--- src/rtl/uart_rx_sampler_if.sv ---
// Received-word handshake bundle between the UART sampler (master) and its consumer (slave).
// Carries the word, its error flags, valid and ready.
interface uart_rx_sampler_if #(
    parameter int DATA_BITS = 8
);
    logic [DATA_BITS-1:0] Rx_data_o;
    logic                 Rx_valid_o;
    logic                 Rx_ready_i;
    logic                 Parity_err_o;
    logic                 Frame_err_o;

    modport master (
        output Rx_data_o,
        output Rx_valid_o,
        output Parity_err_o,
        output Frame_err_o,
        input  Rx_ready_i
    );

    modport slave (
        input  Rx_data_o,
        input  Rx_valid_o,
        input  Parity_err_o,
        input  Frame_err_o,
        output Rx_ready_i
    );
endinterface

--- src/rtl/uart_rx_sampler.sv ---
// UART receive sampler: start-edge detect, baud-generator phase align, mid-bit sampling of start/data/parity/stop.
// Latency: word valid one clock after the stop-bit strobe; the start edge is seen SYNC_STAGES+1 clocks after Rx_i falls.
// Backpressure: one-word holding register; a word completing while the previous one is unaccepted is dropped and flags overrun.
module uart_rx_sampler #(
    parameter int DATA_BITS   = 8,
    parameter int SYNC_STAGES = 2
) (
    input  logic              Bus_Clk_i,
    input  logic              RST_i,
    input  logic              Rx_i,
    input  logic              Baud_rate_re_i,
    output logic              smc_clear_br_cnt_o,
    input  logic              Parity_en_i,
    input  logic              Parity_odd_i,
    uart_rx_sampler_if.master rx_if,
    output logic              Overrun_o,
    input  logic              Overrun_clr_i,
    output logic              Busy_o
);
    localparam int CW = $clog2(DATA_BITS + 1);

    typedef enum logic [2:0] {
        S_IDLE,
        S_START,
        S_DATA,
        S_PARITY,
        S_STOP
    } state_t;

    state_t               state_q, state_d;
    logic [SYNC_STAGES-1:0] sync_q;
    logic                 rx_s, rx_prev;
    logic                 start_edge, last_bit;
    logic [CW-1:0]        bit_cnt;
    logic [DATA_BITS-1:0] shift_q;
    logic                 par_en_q, par_odd_q, par_err_q;
    logic                 clear_d, cnt_clr, shift_en, par_smp, word_done;
    logic                 accept, load_word;

    assign rx_s       = sync_q[SYNC_STAGES-1];
    assign start_edge = ~rx_s & rx_prev;
    assign last_bit   = (bit_cnt == CW'(DATA_BITS - 1));

    always_ff @(posedge Bus_Clk_i or posedge RST_i) begin
        if (RST_i) begin
            sync_q  <= '1;
            rx_prev <= 1'b1;
        end else begin
            sync_q  <= {sync_q[SYNC_STAGES-2:0], Rx_i};
            rx_prev <= rx_s;
        end
    end

    always_ff @(posedge Bus_Clk_i or posedge RST_i) begin
        if (RST_i) state_q <= S_IDLE;
        else       state_q <= state_d;
    end

    always_comb begin
        state_d = state_q;
        case (state_q)
            S_IDLE:   if (start_edge) state_d = S_START;
            S_START:  if (Baud_rate_re_i) state_d = rx_s ? S_IDLE : S_DATA;
            S_DATA:   if (Baud_rate_re_i && last_bit) state_d = par_en_q ? S_PARITY : S_STOP;
            S_PARITY: if (Baud_rate_re_i) state_d = S_STOP;
            S_STOP:   if (Baud_rate_re_i) state_d = S_IDLE;
            default:  state_d = S_IDLE;
        endcase
    end

    always_comb begin
        clear_d   = (state_q == S_IDLE)   && start_edge;
        cnt_clr   = (state_q == S_START)  && Baud_rate_re_i;
        shift_en  = (state_q == S_DATA)   && Baud_rate_re_i;
        par_smp   = (state_q == S_PARITY) && Baud_rate_re_i;
        word_done = (state_q == S_STOP)   && Baud_rate_re_i;
    end

    assign accept    = rx_if.Rx_valid_o & rx_if.Rx_ready_i;
    assign load_word = word_done & (~rx_if.Rx_valid_o | rx_if.Rx_ready_i);
    assign Busy_o    = (state_q != S_IDLE);

    always_ff @(posedge Bus_Clk_i or posedge RST_i) begin
        if (RST_i) begin
            smc_clear_br_cnt_o <= 1'b0;
            par_en_q           <= 1'b0;
            par_odd_q          <= 1'b0;
            par_err_q          <= 1'b0;
            bit_cnt            <= '0;
            shift_q            <= '0;
        end else begin
            smc_clear_br_cnt_o <= clear_d;
            // Line format is frozen at the start edge so mid-frame changes cannot corrupt it.
            if (clear_d) begin
                par_en_q  <= Parity_en_i;
                par_odd_q <= Parity_odd_i;
                par_err_q <= 1'b0;
            end
            if (cnt_clr)       bit_cnt <= '0;
            else if (shift_en) bit_cnt <= bit_cnt + CW'(1);
            if (shift_en) shift_q <= {rx_s, shift_q[DATA_BITS-1:1]};
            if (par_smp)  par_err_q <= rx_s ^ (^shift_q) ^ par_odd_q;
        end
    end

    always_ff @(posedge Bus_Clk_i or posedge RST_i) begin
        if (RST_i) begin
            rx_if.Rx_data_o    <= '0;
            rx_if.Rx_valid_o   <= 1'b0;
            rx_if.Parity_err_o <= 1'b0;
            rx_if.Frame_err_o  <= 1'b0;
            Overrun_o          <= 1'b0;
        end else begin
            if (load_word) begin
                rx_if.Rx_data_o    <= shift_q;
                rx_if.Rx_valid_o   <= 1'b1;
                rx_if.Parity_err_o <= par_en_q & par_err_q;
                rx_if.Frame_err_o  <= ~rx_s;
            end else if (accept) begin
                rx_if.Rx_valid_o   <= 1'b0;
                rx_if.Parity_err_o <= 1'b0;
                rx_if.Frame_err_o  <= 1'b0;
            end
            if (word_done && !load_word) Overrun_o <= 1'b1;
            else if (Overrun_clr_i)      Overrun_o <= 1'b0;
        end
    end
endmodule

--- src/flat_wrapper.sv ---
// flat-port wrapper written by rule: the top's interface ports become plain ports
module uart_rx_sampler_flat 
#(
    parameter int DATA_BITS   = 8,
    parameter int SYNC_STAGES = 2
)
  (Bus_Clk_i, RST_i, Rx_i, Baud_rate_re_i, smc_clear_br_cnt_o, Parity_en_i, Parity_odd_i, Overrun_o, Overrun_clr_i, Busy_o, rx_if_Rx_data_o, rx_if_Rx_valid_o, rx_if_Parity_err_o, rx_if_Frame_err_o, rx_if_Rx_ready_i);
  uart_rx_sampler_if #(.DATA_BITS(DATA_BITS)) rx_if_i ();
  input  logic Bus_Clk_i;
  input  logic RST_i;
  input  logic Rx_i;
  input  logic Baud_rate_re_i;
  output logic smc_clear_br_cnt_o;
  input  logic Parity_en_i;
  input  logic Parity_odd_i;
  output logic Overrun_o;
  input  logic Overrun_clr_i;
  output logic Busy_o;
  output wire logic [$bits(rx_if_i.Rx_data_o)-1:0] rx_if_Rx_data_o;
  output wire logic [$bits(rx_if_i.Rx_valid_o)-1:0] rx_if_Rx_valid_o;
  output wire logic [$bits(rx_if_i.Parity_err_o)-1:0] rx_if_Parity_err_o;
  output wire logic [$bits(rx_if_i.Frame_err_o)-1:0] rx_if_Frame_err_o;
  input wire logic [$bits(rx_if_i.Rx_ready_i)-1:0] rx_if_Rx_ready_i;
  assign rx_if_Rx_data_o = rx_if_i.Rx_data_o;
  assign rx_if_Rx_valid_o = rx_if_i.Rx_valid_o;
  assign rx_if_Parity_err_o = rx_if_i.Parity_err_o;
  assign rx_if_Frame_err_o = rx_if_i.Frame_err_o;
  assign rx_if_i.Rx_ready_i = rx_if_Rx_ready_i;
  uart_rx_sampler #(.DATA_BITS(DATA_BITS), .SYNC_STAGES(SYNC_STAGES)) u_core (.Bus_Clk_i(Bus_Clk_i), .RST_i(RST_i), .Rx_i(Rx_i), .Baud_rate_re_i(Baud_rate_re_i), .smc_clear_br_cnt_o(smc_clear_br_cnt_o), .Parity_en_i(Parity_en_i), .Parity_odd_i(Parity_odd_i), .rx_if(rx_if_i), .Overrun_o(Overrun_o), .Overrun_clr_i(Overrun_clr_i), .Busy_o(Busy_o));
endmodule
--- config.mk ---
export PLATFORM = sky130hd
export DESIGN_NAME = uart_rx_sampler_flat
export DESIGN_NICKNAME = d
export VERILOG_FILES = /design/src/rtl/uart_rx_sampler_if.sv /design/src/rtl/uart_rx_sampler.sv /design/src/flat_wrapper.sv
export SDC_FILE = /design/constraint.sdc
export NUM_CORES = 1
export LEC_CHECK = 0
export ABC_CLOCK_PERIOD_IN_PS = 2400
export CORE_AREA = 2 2 84 54
export DETAILED_ROUTE_END_ITERATION = 7
export DIE_AREA = 0 0 86 56
export GPL_TIMING_DRIVEN = 0
export SKIP_CTS_REPAIR_TIMING = 1
export SLEW_MARGIN = 20
export SYNTH_ARGS = -nofsm -noshare
export SYNTH_HDL_FRONTEND = slang
export SYNTH_SLANG_ARGS = --single-unit
--- constraint.sdc ---
create_clock -name Bus_Clk_i -period 2.4 [get_ports Bus_Clk_i]
set_clock_uncertainty 0.2 [all_clocks]
set_input_delay 0.48 -clock Bus_Clk_i [delete_from_list [all_inputs] [get_ports Bus_Clk_i]]
set_output_delay 0.48 -clock Bus_Clk_i [all_outputs]
set_load 0.02 [all_outputs]
# Yosys cells after proc, flatten, opt, wreduce, memory -nomap -nowiden
# Index checks and enable logic that the tools add are counted.
# Widths: inputs -> output; s select.
[classes]
n_addsub = 1
eq_ne = 10
mux = 18
bitwise = 9
reduce_logical = 16
[op_table]
columns = ["cell", "count"]
rows = [
  ["$mux 3", 6],
  ["$pmux 3 s5", 1],
  ["$mux 1", 8],
  ["$mux 4", 2],
  ["$reduce_bool 2->1", 4],
  ["$reduce_xor 8->1", 1],
  ["$logic_and 1x1->1", 7],
  ["$eq 3x2->1 const B", 2],
  ["$ne 2x2->1 const B", 3],
  ["$reduce_and 5->1", 1],
  ["$add 4x1->4 const B", 1],
  ["$and 1x1->1", 4],
  ["$eq 4x3->1 const B", 1],
  ["$ne 2x1->1 const B", 2],
  ["$eq 3x1->1 const B", 1],
  ["$eq 3x3->1 const B", 1],
  ["$logic_not 3->1", 1],
  ["$reduce_bool 3->1", 1],
  ["$mux 2", 1],
  ["$not 1->1", 2],
  ["$xor 1x1->1", 2],
  ["$logic_not 1->1", 1],
  ["$or 1x1->1", 1],
]
[totals]
reg_bits = 34
inputBits = 8

# Logic depth before layout (Yosys ltp)
[depth]
depth_word = 6
ltp_mapped = 5

# Worst setup path after synthesis
# Ideal clock, no wire load.
[synth_path]
path_type = "register to register"
start = "reg u_core.state_q[0]"
end = "reg u_core.state_q[1]"
t_arrival_ns = 1.365
t_required_ns = 2.075
slack_ns = 0.710
stages_incl_launch_ff = 6
path_buffers = 1
path_cell_list = "dfrtp_1 buf_6 or3_4 nand2_1 o211ai_2 mux2_4"
[synth_via]
elab_chain_cells = 3
word_cells_on_any_way = 12
cone_classes = "eq/ne (9); mux (1); reduce/logical (2)"
[synth_rtl]
columns = ["item", "line", "source"]
rows = [
  ["start, declared", "uart_rx_sampler.sv:30", "state_t state_q, state_d;"],
  ["start signal, assigned", "uart_rx_sampler.sv:56", "else state_q <= state_d;"],
  ["$eq 3x2->1, or another cell as far along", "uart_rx_sampler.sv:61", "case (state_q)"],
  ["$ne 2x1->1 (no source line) or $ne 2x2->1 (tied branches)", "--", ""],
  ["$reduce_and 5->1 (no source line)", "--", ""],
]
# Several ways; a longest one is shown, not always the timed one.
# A chain may end at the register's enable or synchronous reset.

# Worst setup path after layout
[layout_path]
start = "in Baud_rate_re_i"
end = "reg u_core.shift_q[6]"
[layout_via]
elab_chain_cells = 1
[layout_rtl]
columns = ["item", "line", "source"]
rows = [
  ["start, declared", "flat_wrapper.sv:12", "input logic Baud_rate_re_i;"],
  ["$logic_and 1x1->1", "uart_rx_sampler.sv:74", "shift_en = (state_q == S_DATA) && Baud_rate_re_i;"],
  ["end signal, assigned", "uart_rx_sampler.sv:101", "if (shift_en) shift_q <= {rx_s, shift_q[DATA_BITS-1:1]};"],
  ["end, declared", "uart_rx_sampler.sv:35", "logic [DATA_BITS-1:0] shift_q;"],
]
# Every way passes these cells.

==> run_summary.xml <==
<?xml version="1.0" encoding="UTF-8"?>
<metrics>
  <group name="run_status">
    <metric name="run_status" unit="">finished clean</metric>
  </group>
  <group name="global_route">
    <metric name="grt_first_pass_wirelength" unit="mm">5.04</metric>
    <metric name="total_routing_usage_reported_by_global_routing" unit="">0.135</metric>
    <metric name="largest_net_degree_at_the_start_of_global_routing" unit="">35</metric>
    <metric name="grt_overflow_total" unit="">0</metric>
    <metric name="vias_in_the_first_global_route" unit="">1102</metric>
    <metric name="antenna_violations_before_repair" unit="">0</metric>
  </group>
  <group name="worst_setup_path">
    <metric name="critical_path.cell_chain" unit="">clkdlybuf4s50_1 -&gt; nand3b_4 -&gt; nor2_2 -&gt; mux2_2</metric>
    <metric name="crit_path_start_kind" unit="">input pin</metric>
    <metric name="cpLargestDelayFamily" unit="">buffers and inverters</metric>
    <metric name="worst_setup_path_end_kind" unit="">register</metric>
    <metric name="arrival" unit="ns">2.04</metric>
    <metric name="critical-path-max-stage-delay" unit="ns">0.66</metric>
    <metric name="timing.critical_path.fanout_max" unit="">8</metric>
    <metric name="slowest_stage" unit="">sky130_fd_sc_hd__clkdlybuf4s50_1</metric>
    <metric name="sum_of_buffers_and_inverters_on_the_critical_path" unit="">1</metric>
    <metric name="crit_required" unit="ns">2.37</metric>
    <metric name="timing.setup.critical_path_class" unit="">in -&gt; reg</metric>
  </group>
  <group name="timing">
    <metric name="hold_violations" unit="">0</metric>
    <metric name="achievable-frequency" unit="MHz">483</metric>
    <metric name="post_route_worst_hold_slack" unit="ns">0.156</metric>
    <metric name="finalCritPeriodShare" unit="">0.863</metric>
    <metric name="max_slew.worst_pin.slew" unit="ns">0.688</metric>
    <metric name="slew_headroom" unit="">0.541</metric>
    <metric name="setup-tns-final" unit="ns">0</metric>
    <metric name="setup_repair_after_global_routing_missed_its_margin" unit="">false</metric>
    <metric name="report.final.slew_viol_count" unit="">0</metric>
    <metric name="finalWorstPathRequiredPeriod" unit="ns">2.07</metric>
    <metric name="final-setup-viol-count" unit="">0</metric>
  </group>
  <group name="logic_synthesis">
    <metric name="main_synth_ff_type" unit="">sky130_fd_sc_hd__dfrtp_1</metric>
    <metric name="yosys_warnings" unit="">0</metric>
    <metric name="synth_cell_type_count" unit="">35</metric>
    <metric name="synth_area" unit="um2">1560</metric>
    <metric name="ys_seq_elements" unit="">34</metric>
    <metric name="synth_edf_count" unit="">0</metric>
    <metric name="synth.yosys.seq_area_share" unit="">0.549</metric>
    <metric name="asyncSetResetFlopFracSynth" unit="">1.00</metric>
    <metric name="syn-num-nets" unit="">138</metric>
    <metric name="avgSynthCellArea" unit="um2">12.1</metric>
    <metric name="synthesis.instances" unit="">129</metric>
  </group>
  <group name="clock_tree">
    <metric name="cts_max_level" unit="">2</metric>
    <metric name="cts.sinks" unit="">34</metric>
    <metric name="tritoncts_clock_tree" unit="">yes</metric>
    <metric name="cts-buffers-inserted" unit="">5</metric>
    <metric name="cts.root.buffer_cell" unit="">sky130_fd_sc_hd__clkbuf_8</metric>
    <metric name="clk-insertion-delay-late" unit="ns">0.29</metric>
    <metric name="clock_path_buffers" unit="">2</metric>
    <metric name="cts.clk_slew.worst_paths" unit="ns">0.07</metric>
  </group>
  <group name="layout">
    <metric name="area_delta_synth_final" unit="%">25.1</metric>
    <metric name="diode_insertion_count_for_antenna_repair" unit="">0</metric>
    <metric name="finish.net_count" unit="">166</metric>
    <metric name="final-instance-count-excl-fill" unit="">208</metric>
    <metric name="final_util" unit="">0.489</metric>
    <metric name="drive_above_1_share" unit="">0.241</metric>
  </group>
  <group name="floorplan">
    <metric name="design.die.area" unit="um2">4820</metric>
    <metric name="core.rowCount" unit="">18</metric>
    <metric name="floorplan.initialDensity" unit="">0.391</metric>
    <metric name="die_height" unit="um">56</metric>
    <metric name="core_box_area" unit="um2">3990</metric>
    <metric name="floorplan.io_pins" unit="">22</metric>
    <metric name="die-width" unit="um">86</metric>
  </group>
  <group name="routing">
    <metric name="drt.antenna.violating_nets" unit="">0</metric>
    <metric name="post_drt_wl_per_cell" unit="um">13.5</metric>
    <metric name="detailed_route_drc_error_count" unit="">0</metric>
    <metric name="wirelength" unit="mm">2.81</metric>
    <metric name="detailedRoute.firstPassIterationCount" unit="">4</metric>
    <metric name="drt_iter0_markers" unit="">45</metric>
    <metric name="routed_via_density" unit="">5.01</metric>
    <metric name="route.vias.total" unit="">1042</metric>
  </group>
  <group name="power">
    <metric name="worst_ir_drop_vdd" unit="V">0.000565</metric>
    <metric name="clock_power_share" unit="">0.232</metric>
    <metric name="power.internal" unit="uW">1580</metric>
    <metric name="power.share.combinational" unit="">0.387</metric>
    <metric name="power.switching" unit="uW">754</metric>
    <metric name="switching_share" unit="">0.324</metric>
    <metric name="fin_total_pwr" unit="uW">2330</metric>
    <metric name="power.share.sequential" unit="">0.381</metric>
    <metric name="leakage" unit="uW">0.000897</metric>
    <metric name="cellPowerDensity" unit="nW/um2">1190</metric>
  </group>
  <group name="hold_path">
    <metric name="hold_path_class" unit="">reg -&gt; reg</metric>
  </group>
  <group name="placement">
    <metric name="place.detailed.hpwl" unit="mm">1.97</metric>
    <metric name="port_buffers" unit="">21</metric>
    <metric name="finalWeightedCongestion" unit="">0.831</metric>
    <metric name="numPlacedInstances" unit="">200</metric>
  </group>
  <group name="job">
    <metric name="maxCapViolCount" unit="">0</metric>
  </group>
</metrics>
[routing by layer]
metal | GRT usage | part of all wire | routed length [um]
met4 | 0.0658 | 0.016 | 46
met3 | 0.0475 | 0.046 | 129
met5 | 0 | 0 | 0
met1 | 0.185 | 0.54 | 1500
met2 | 0.187 | 0.40 | 1130
[Yosys cell counts (2+ instances only)]
master                      n  area share
sky130_fd_sc_hd__a21oi_1    4       0.013
sky130_fd_sc_hd__clkbuf_1   2      0.0048
sky130_fd_sc_hd__dfrtp_1   31        0.50
sky130_fd_sc_hd__dfstp_2    3       0.051
sky130_fd_sc_hd__inv_1      5       0.012
sky130_fd_sc_hd__mux2_2    18        0.13
sky130_fd_sc_hd__nand2_1   12       0.029
sky130_fd_sc_hd__nand2b_1   3       0.012
sky130_fd_sc_hd__nand3_1    4       0.013
sky130_fd_sc_hd__nor2_1     5       0.012
sky130_fd_sc_hd__nor2b_1    2      0.0080
sky130_fd_sc_hd__nor3_1     3      0.0096
sky130_fd_sc_hd__o21ai_0   10       0.032
sky130_fd_sc_hd__xnor2_1    6       0.034
[stage by stage]
stage,cell area [um2],worst slack (ns)
2_1_floorplan,1560,0.710
3_3_place_gp,1830,0.0374
3_5_place_dp,1830,0.0315
4_1_cts,1950,-0.00626
5_1_grt,1950,0.231
6_report,1950,0.330
[power by group through the flow]
stage	Clock, uW	Sequential [uW]	Combinational [uW]
after floorplan	0	929	611
after global placement	0	892	891
after detailed placement	0	899	905
after CTS	550	890	909
after global routing	578	921	991
final	539	888	902
[registers in the layout, indices dropped and copies added (netlist names)]
name and flops:
u_core.Overrun_o 1, u_core.state_q 3, u_core.rx_if.Frame_err_o 1, u_core.rx_if.Parity_err_o 1, u_core.shift_q 8, u_core.rx_if.Rx_data_o 8, u_core.rx_if.Rx_valid_o 1, u_core.sync_q 2
u_core.par_err_q 1, u_core.par_en_q 1, u_core.bit_cnt 4, u_core.par_odd_q 1, u_core.smc_clear_br_cnt_o 1, u_core.rx_prev 1
[kinds of logic after synthesis]
group | after synthesis | share of synthesized area
XOR/XNOR | 8 | 0.0538
flip-flops | 34 | 0.549
buffers and inverters | 9 | 0.0273
AND/OR/NAND/NOR | 35 | 0.125
adder cells (fa/ha/maj) | 1 | 0.00803
multiplexers | 20 | 0.146
AO/OA/AOI/OAI | 22 | 0.0916
[worst paths after layout]
kind	start	to	slack, ns	depth (start not counted)
max	Baud_rate_re_i	u_core.shift_q[6]	0.33	4
max reg2reg	u_core.state_q[2]	u_core.shift_q[6]	0.58	4
min in group asynchronous	RST_i	u_core.rx_if.Rx_data_o[2]	0.43	2
min reg2reg	u_core.sync_q[0]	u_core.sync_q[1]	0.16	0
max in group asynchronous	RST_i	u_core.state_q[1]	1.13	2
min	u_core.sync_q[0]	u_core.sync_q[1]	0.16	0
[placed cells by master, fill, tap and decap left out, types with 4 or more instances in the layout]
master / count
sky130_fd_sc_hd__a21oi_1: 4
sky130_fd_sc_hd__nand3_1: 4
sky130_fd_sc_hd__inv_1: 4
sky130_fd_sc_hd__clkdlybuf4s50_1: 20
sky130_fd_sc_hd__mux2_2: 18
sky130_fd_sc_hd__xnor2_1: 6
sky130_fd_sc_hd__nor2_1: 5
sky130_fd_sc_hd__nand2_1: 12
sky130_fd_sc_hd__clkbuf_8: 6
sky130_fd_sc_hd__o21ai_0: 10
sky130_fd_sc_hd__dfrtp_1: 31
[area by class of cell]
| cell class | instances | area [um2] |
|---|---|---|
| flip-flops and latches | 34 | 855 |
| well taps | 50 | 62.6 |
| fillers | 353 | 2040 |
| repair buffers | 21 | 213 |
| clock buffers | 7 | 86.3 |
| clock inverters | 1 | 30.0 |
| inverters | 5 | 18.8 |
| plain buffers | 4 | 23.8 |
| multi-input cells | 86 | 661 |
No activity file was read; power rests on OpenSTA's default activity.
